==> config.mk <==
export PLATFORM = sky130hd
export DESIGN_NAME = inst_prefetch_queue
export DESIGN_NICKNAME = d
export VERILOG_FILES = /design/src/rtl/inst_prefetch_queue.sv
export SDC_FILE = /design/constraint.sdc
export NUM_CORES = 1
export LEC_CHECK = 0
export ABC_AREA = 1
export CELL_PAD_IN_SITES_DETAIL_PLACEMENT = 1
export CELL_PAD_IN_SITES_GLOBAL_PLACEMENT = 1
export CORE_MARGIN = 2
export CORE_UTILIZATION = 37
export CTS_CLUSTER_SIZE = 10
export DETAILED_ROUTE_END_ITERATION = 16
export HOLD_SLACK_MARGIN = 0.06
export PLACE_DENSITY_LB_ADDON = 0.1
export SLEW_MARGIN = 20
export SYNTH_ARGS = -nofsm -noshare
export SYNTH_HDL_FRONTEND = slang
export SYNTH_SLANG_ARGS = --single-unit
==> constraint.sdc <==
create_clock -name clk -period 5.3 [get_ports clk]
set_input_delay 1.06 -clock clk [delete_from_list [all_inputs] [get_ports clk]]
set_output_delay 1.06 -clock clk [all_outputs]
set_load 0.1 [all_outputs]
==> src/rtl/inst_prefetch_queue.sv <==
// Instruction prefetch queue: issues sequential reads to a synchronous instruction
// memory and buffers {pc, instr} pairs for the core. Optional macro: PREFETCH_STATS_EN.
module inst_prefetch_queue #(
   parameter int          DEPTH    = 4,
   parameter logic [31:0] RESET_PC = 32'h0000_0000
) (
   input  logic        clk,
   input  logic        rst,
   output logic [31:0] imem_addr,
   output logic        imem_req,
   input  logic [31:0] imem_data,
   input  logic        redirect,
   input  logic [31:0] redirect_pc,
   output logic        inst_valid,
   input  logic        inst_ready,
   output logic [31:0] inst,
   output logic [31:0] inst_pc
`ifdef PREFETCH_STATS_EN
   ,
   output logic [15:0] stat_fetches,
   output logic [15:0] stat_flushes
`endif
);

   localparam int PW = (DEPTH > 1) ? $clog2(DEPTH) : 1;
   localparam int CW = $clog2(DEPTH + 1);

   typedef struct packed {
      logic [31:0] pc;
      logic [31:0] instr;
   } entry_t;

   entry_t        mem [DEPTH];
   entry_t        head;
   logic [PW-1:0] wr_ptr, rd_ptr;
   logic [CW-1:0] count;
   logic [31:0]   fetch_pc, inflight_pc;
   logic          inflight, kill;

   logic          pop_raw, do_pop, push;
   logic [CW:0]   occ;
   logic [CW-1:0] remain;
   logic [PW-1:0] rd_next;
   logic          unused_bits;

   assign unused_bits = ^redirect_pc[1:0];

   assign imem_addr  = fetch_pc;
   assign inst_valid = (count != '0);
   assign inst       = head.instr;
   assign inst_pc    = head.pc;

   always_comb begin
      // NOTE: every combinational output gets a default first so no latch is inferred.
      pop_raw  = 1'b0;
      do_pop   = 1'b0;
      push     = 1'b0;
      occ      = '0;
      remain   = '0;
      rd_next  = rd_ptr;
      imem_req = 1'b0;

      pop_raw  = inst_valid && inst_ready;
      do_pop   = pop_raw && !redirect;
      push     = inflight && !kill && !redirect;
      // A same-cycle pop frees a slot, so the issue check subtracts it.
      occ      = {1'b0, count} + (CW+1)'(inflight) - (CW+1)'(pop_raw);
      remain   = count - CW'(do_pop);
      rd_next  = rd_ptr + PW'(do_pop);
      imem_req = rst && !redirect && (occ < (CW+1)'(DEPTH));
   end

   // NOTE: sequential state uses non-blocking assignments only.
   always_ff @(posedge clk or negedge rst) begin
      if (!rst) begin
         fetch_pc    <= RESET_PC;
         inflight    <= 1'b0;
         inflight_pc <= '0;
         kill        <= 1'b0;
         wr_ptr      <= '0;
         rd_ptr      <= '0;
         count       <= '0;
      end else if (redirect) begin
         fetch_pc <= {redirect_pc[31:2], 2'b00};
         kill     <= inflight;
         inflight <= 1'b0;
         wr_ptr   <= '0;
         rd_ptr   <= '0;
         count    <= '0;
      end else begin
         kill     <= 1'b0;
         inflight <= imem_req;
         if (imem_req) begin
            inflight_pc <= fetch_pc;
            fetch_pc    <= fetch_pc + 32'd4;
         end
         if (push)   wr_ptr <= wr_ptr + 1'b1;
         if (do_pop) rd_ptr <= rd_ptr + 1'b1;
         count <= count + CW'(push) - CW'(do_pop);
      end
   end

   // NOTE: storage array is not reset; occupancy and the head register gate its visibility.
   always_ff @(posedge clk) begin
      if (push && rst) mem[wr_ptr] <= '{pc: inflight_pc, instr: imem_data};
   end

   // Head register preloads the next visible entry and holds its value when the queue empties.
   always_ff @(posedge clk or negedge rst) begin
      if (!rst) begin
         head <= '0;
      end else if (!redirect) begin
         if (remain != '0)
            head <= mem[rd_next];
         else if (push)
            head <= '{pc: inflight_pc, instr: imem_data};
      end
   end

`ifdef PREFETCH_STATS_EN
   always_ff @(posedge clk or negedge rst) begin
      if (!rst) begin
         stat_fetches <= '0;
         stat_flushes <= '0;
      end else begin
         if (imem_req && stat_fetches != 16'hFFFF) stat_fetches <= stat_fetches + 16'd1;
         if (redirect && stat_flushes != 16'hFFFF) stat_flushes <= stat_flushes + 16'd1;
      end
   end
`endif

endmodule

After elaboration in Yosys (flattened, before gate mapping)
Memories as Yosys holds them, arrays and structs flattened.
Index checks and enable logic that the tools add are counted.
Widths: inputs -> output; s select.
{"block": "totals", "ff_bits": 137, "latchBits": 0, "ramBits": 256, "rom_bits": 0, "word_cells": 51, "n_memories": 1}
{"block": "classes", "addsub": 9, "mul": 0, "div": 0, "magnitude_cmp": 1, "n_eq_ne": 0, "shift": 0, "mux": 13, "bitwise_logic": 1, "reduce_logical": 17}
{"name": "mem", "depth": 4, "word_bits": 64, "read_ports": 1, "rd_ports_with_merged_regs": 0, "write_ports": 1, "line_no": "33", "source": "entry_t mem [DEPTH];"}
{"op": "$mux 64", "count": 2}
{"op": "$mux 32", "count": 2}
{"op": "$add 32x3->32 const B", "count": 1}
{"op": "$mux 2", "count": 4}
{"op": "$reduce_bool 2->1", "count": 4}
{"op": "$logic_and 1x1->1", "count": 7}
{"op": "$reduce_bool 3->1", "count": 2}
{"op": "$sub 3x1->3", "count": 2}
{"op": "$add 2x1->2 const B", "count": 2}
{"op": "$add 3x1->4", "count": 1}
{"op": "$lt 4x3->1 const B", "count": 1}
{"op": "$mux 1", "count": 4}
{"op": "$reduce_and 2->1", "count": 2}
{"op": "$sub 4x1->4", "count": 1}
{"op": "$add 3x1->3", "count": 1}
{"op": "$mux 3", "count": 1}
{"op": "$add 2x1->2", "count": 1}
{"op": "$logic_not 1->1", "count": 2}
{"op": "$not 1->1", "count": 1}

Logic depth before layout (Yosys ltp)
{"block": "logic_depth", "ltp_word": 7, "depth_mapped": 17}

Worst setup path before layout
OpenSTA, ideal clock, no wires.
{"block": "synth_timing", "path_kind": "input -> register", "from": "input rst", "to": "memory mem[0][0] in the netlist's numbering, enable pin", "setup_time_ps": 482, "t_arrival_ps": 3904, "required_ps": 4818, "slack_ps": 913, "path_stages": 4, "n_path_buf": 0, "cell_sequence": "inv_1 > nor2_1 > nand2_1 > nor2_1"}
{"block": "synth_between", "elab_chain_len": 3}
{"element": "from (decl)", "line_no": "8", "source": "input logic rst,"}
{"element": "$logic_and 1x1->1", "line_no": "105", "source": "if (push && rst) mem[wr_ptr] <= '{pc: inflight_pc, instr: imem_data};"}
{"element": "$mux 1", "line_no": "105"}
{"element": "$mux 1 (not written as such)", "line_no": "105"}
{"element": "to (decl)", "line_no": "33"}
No other way between the ends.

Worst setup path in the final report
{"block": "layout_timing", "from": "input inst_ready", "to": "output imem_req"}
{"block": "layout_between", "elab_chain_len": 4}
{"element": "from (decl)", "line_no": "15", "source": "input logic inst_ready,"}
{"element": "$logic_and 1x1->1", "line_no": "63", "source": "pop_raw = inst_valid && inst_ready;"}
{"element": "$sub 4x1->4", "line_no": "67", "source": "occ = {1'b0, count} + (CW+1)'(inflight) - (CW+1)'(pop_raw);"}
{"element": "$lt 4x3->1", "line_no": "70", "source": "imem_req = rst && !redirect && (occ < (CW+1)'(DEPTH));"}
{"element": "$logic_and 1x1->1", "line_no": "70"}
{"element": "to (decl)", "line_no": "10", "source": "output logic imem_req,"}
No other way between the ends.

==> flow_summary.toml <==
[die]
core.rowCount = 77
die_w_um = 215
ios = 166
core_area_um2 = 44000
die_area_um2 = 46100
initial_core_util_pct = 37.3
die_h_um = 215

[layout]
n_fill_cell = 4936
areaGrowthSynthToFinish_pct = 21.8
multi_input_area_um2 = 5110
finalNetCount = 1848
fin_cells = 2393
drive_above_1_share_pct = 8.33
seq_area_um2 = 10700
diodes = 0

[logic_synthesis]
syn-cell-area_um2 = 16400
synth-main-ff-cell = "edfxtp_1"
avgSynthCellArea_um2 = 10.2
syn_inst = 1617
synth-seq-cells = 379
synthArstFlopShare_pct = 34.6
ys_seq_area_share_pct = 65.3
synth-warning-count = 0
synth_edf_count = 248
synth_cell_type_count = 28

[clock_tree]
post_cts_resized = 0
cts_tree = "done"
clock_sinks = 379
clk_pin_slew_ns = 0.06
postCtsSetupRepairBufs = 0
postCtsHoldBufs = 0
worstSkewPairLatency_ns = 0.56
htreeDepth = 2
numCtsBuffers = 45
clk_path_buf_depth = 3
root_buffer = "clkbuf_16"

[pwr]
pwr-share-seq_pct = 31.6
pwr-share-clk_pct = 20.5
swShare_pct = 48.5
pwr-share-comb_pct = 47.9
internal_power_mw = 6.99
power.density_nw_per_um2 = 679
peakVddDrop_uv = 563
leakagePower_nw = 7.77
switchingPower_mw = 6.59

[route]
wl_per_cell_um = 19.1
antenna_left = 0
drt_iter0_drc = 645
vias_per_cell = 5.06
vias = 12100
drc_errors = 0
routed_wl_um = 45800
drtPass1Iterations = 4

[critical_path]
critPathMaxStageDelay_ns = 0.45
worstPathCellList = "clkdlybuf4s50_1, nand2_1, inv_1, ha_1, inv_1, ha_1, nand3_1, nand2_1, nand2_1, nand3_1, nor2_4, buf_12"
crit_path_start_kind = "input port"
worst_setup_path_end_kind = "output pin"
crit_buf_inv = 4
rrSetupSlack_ns = 2.03
critical_path.top_delay_family = "buffers and inverters"
crit_path_max_fanout = 3
crit_slowest_cell = "clkdlybuf4s50_1"
crit_type = "in -> out"
rr_endpoint = "inst[4]"
endpoint = "imem_req"
cp.required_ns = 4.24
path_depth = 12
arrival_ns = 2.98
cp-startpoint = "inst_ready"
cpMostUsedCell = "nand2_1"
reg2regPathDepth = 14
r2r_start = "count[1]"

[run]
cap_violations = 0

[timing]
period_share_pct = 76.2
setup_violations = 0
rsz0062_at_grt = "false"
tightest_slew_ns = 1.06
fin_skew_ns = 0.0135
finalSetupTns_ns = 0
hold_viol = 0
timing.fmax_ghz = 0.248
report.final.slew_viol_count = 0
period_minus_slack_ns = 4.04
max_slew_margin_pct = 28.9

[place]
port-buffer-count = 159
gp_congestion = 0.832
hpwl_um = 28200
dp_cells = 2312

[min_path]
hp-class = "in -> async"

[global_route]
grt_pass1_vias = 12636
grt_use_total_pct = 20.2
gr-total-overflow = 0
grt_max_degree = 95
antenna_found_initial = 0
grt_pass1_wl_um = 73000

[outcome]
status = "complete, no violations"
-- cells in the final DEF (no fill, tap or decap), drive strengths merged --
cell type,count
clkbuf,75
edfxtp,248
o21ai,106
conb,4
ha,12
xnor2,1
o21a,1
nand2,590
nand4,3
o211ai,90
clkinv,7
nand3,108
buf,28
dfrtp,131
clkdlybuf4s50,157
inv,65
nor2,90
or2,56
fa,1
a21oi,28
-- registers in the layout (all words and copies together), names as in the netlist --
name,count
mem,248
inst,32
imem_addr,30
inflight_pc,30
inst_pc,30
count,3
rd_ptr,2
wr_ptr,2
inflight,1
kill,1
-- kinds of logic after synthesis --
| family | share of synthesized area [%] |
|---|---|
| flip-flops | 65.3 |
| buffers and inverters | 4.05 |
| XOR/XNOR | 0.0990 |
| adder cells (fa/ha/maj) | 1.04 |
| AND/OR/NAND/NOR | 21.3 |
| other | 0.0228 |
| AO/OA/AOI/OAI | 8.24 |
-- power by group through the flow --
stage	Combinational, mW	Clock (mW)	Sequential, mW
floorplan	2.67	0	6.37
global placement	6.51	0	4.33
detailed placement	6.59	0	4.35
CTS	6.61	2.85	4.30
global route	7.08	2.97	4.37
finish	6.51	2.78	4.30
-- layout make-up --
class	count	share of cell area, %
Sequential cell	379	53.6
Tap cell	592	3.70
Clock buffer	75	6.34
Timing Repair Buffer	185	9.42
Clock inverter	6	0.163
Inverter	66	1.24
Multi-Input combinational cell	1090	25.5
-- worst reg2reg max path: stages (launching register included) --
cell     delay [ns]
dfrtp_1        0.42
inv_1          0.09
nand3_1        0.11
nand2_1        0.08
nor2_1         0.34
ha_1           0.19
inv_1          0.03
nor2_1         0.16
nand3_4        0.33
nand2_1        0.18
nand2_2        0.07
inv_2          0.42
buf_4          0.55
nand2_1        0.13
o21ai_1        0.11
-- through the flow --
step           util (%)  hold WS (ns)  instance area [um^2]  setup slack [ns]  power (mW)
6_report           45.4         0.434                 20000              1.26        13.6
5_1_grt            45.4         0.448                 20000              1.09        14.4
4_1_cts            45.4         0.429                 20000              1.22        13.8
3_5_place_dp       42.5         0.459                 18700              1.02        10.9
3_3_place_gp       42.5         0.457                 18700              1.08        10.8
2_1_floorplan         -         0.436                 16400             0.913        9.03
-- synthesized netlist by cell type, types with 7 or more instances --
cell type | count | area share (%)
buf_4 | 13 | 0.59
edfxtp_1 | 248 | 45
o21ai_1 | 67 | 2.0
o211ai_1 | 90 | 4.1
a21oi_1 | 28 | 0.85
nor2_1 | 86 | 2.0
nand3_1 | 107 | 3.3
buf_2 | 40 | 1.2
ha_1 | 12 | 0.91
nand2_1 | 586 | 13
clkbuf_1 | 27 | 0.62
or2_2 | 49 | 1.9
inv_2 | 8 | 0.18
dfrtp_1 | 131 | 20
or2_1 | 7 | 0.27
inv_1 | 56 | 1.3
o21ai_0 | 39 | 1.2
-- metal layers --
layer | up-vias | wire length (um) | track usage (%)
li1 | 5766 | - | -
met1 | 6101 | 21700 | 27.8
met2 | 181 | 21700 | 33.5
met3 | 52 | 1530 | 3.48
met4 | 0 | 752 | 4.44
met5 | - | 0 | 0
-- worst min path at each step --
stage	slack (ns)	cells past startpoint	endpoint
CTS	0.43	1	inst_pc[13]
global route	0.45	1	inst_pc[13]
detailed placement	0.46	2	kill
finish	0.43	1	inst_pc[13]
global placement	0.46	2	kill
floorplan	0.44	2	kill
No activity file was read; power rests on OpenSTA's default activity.
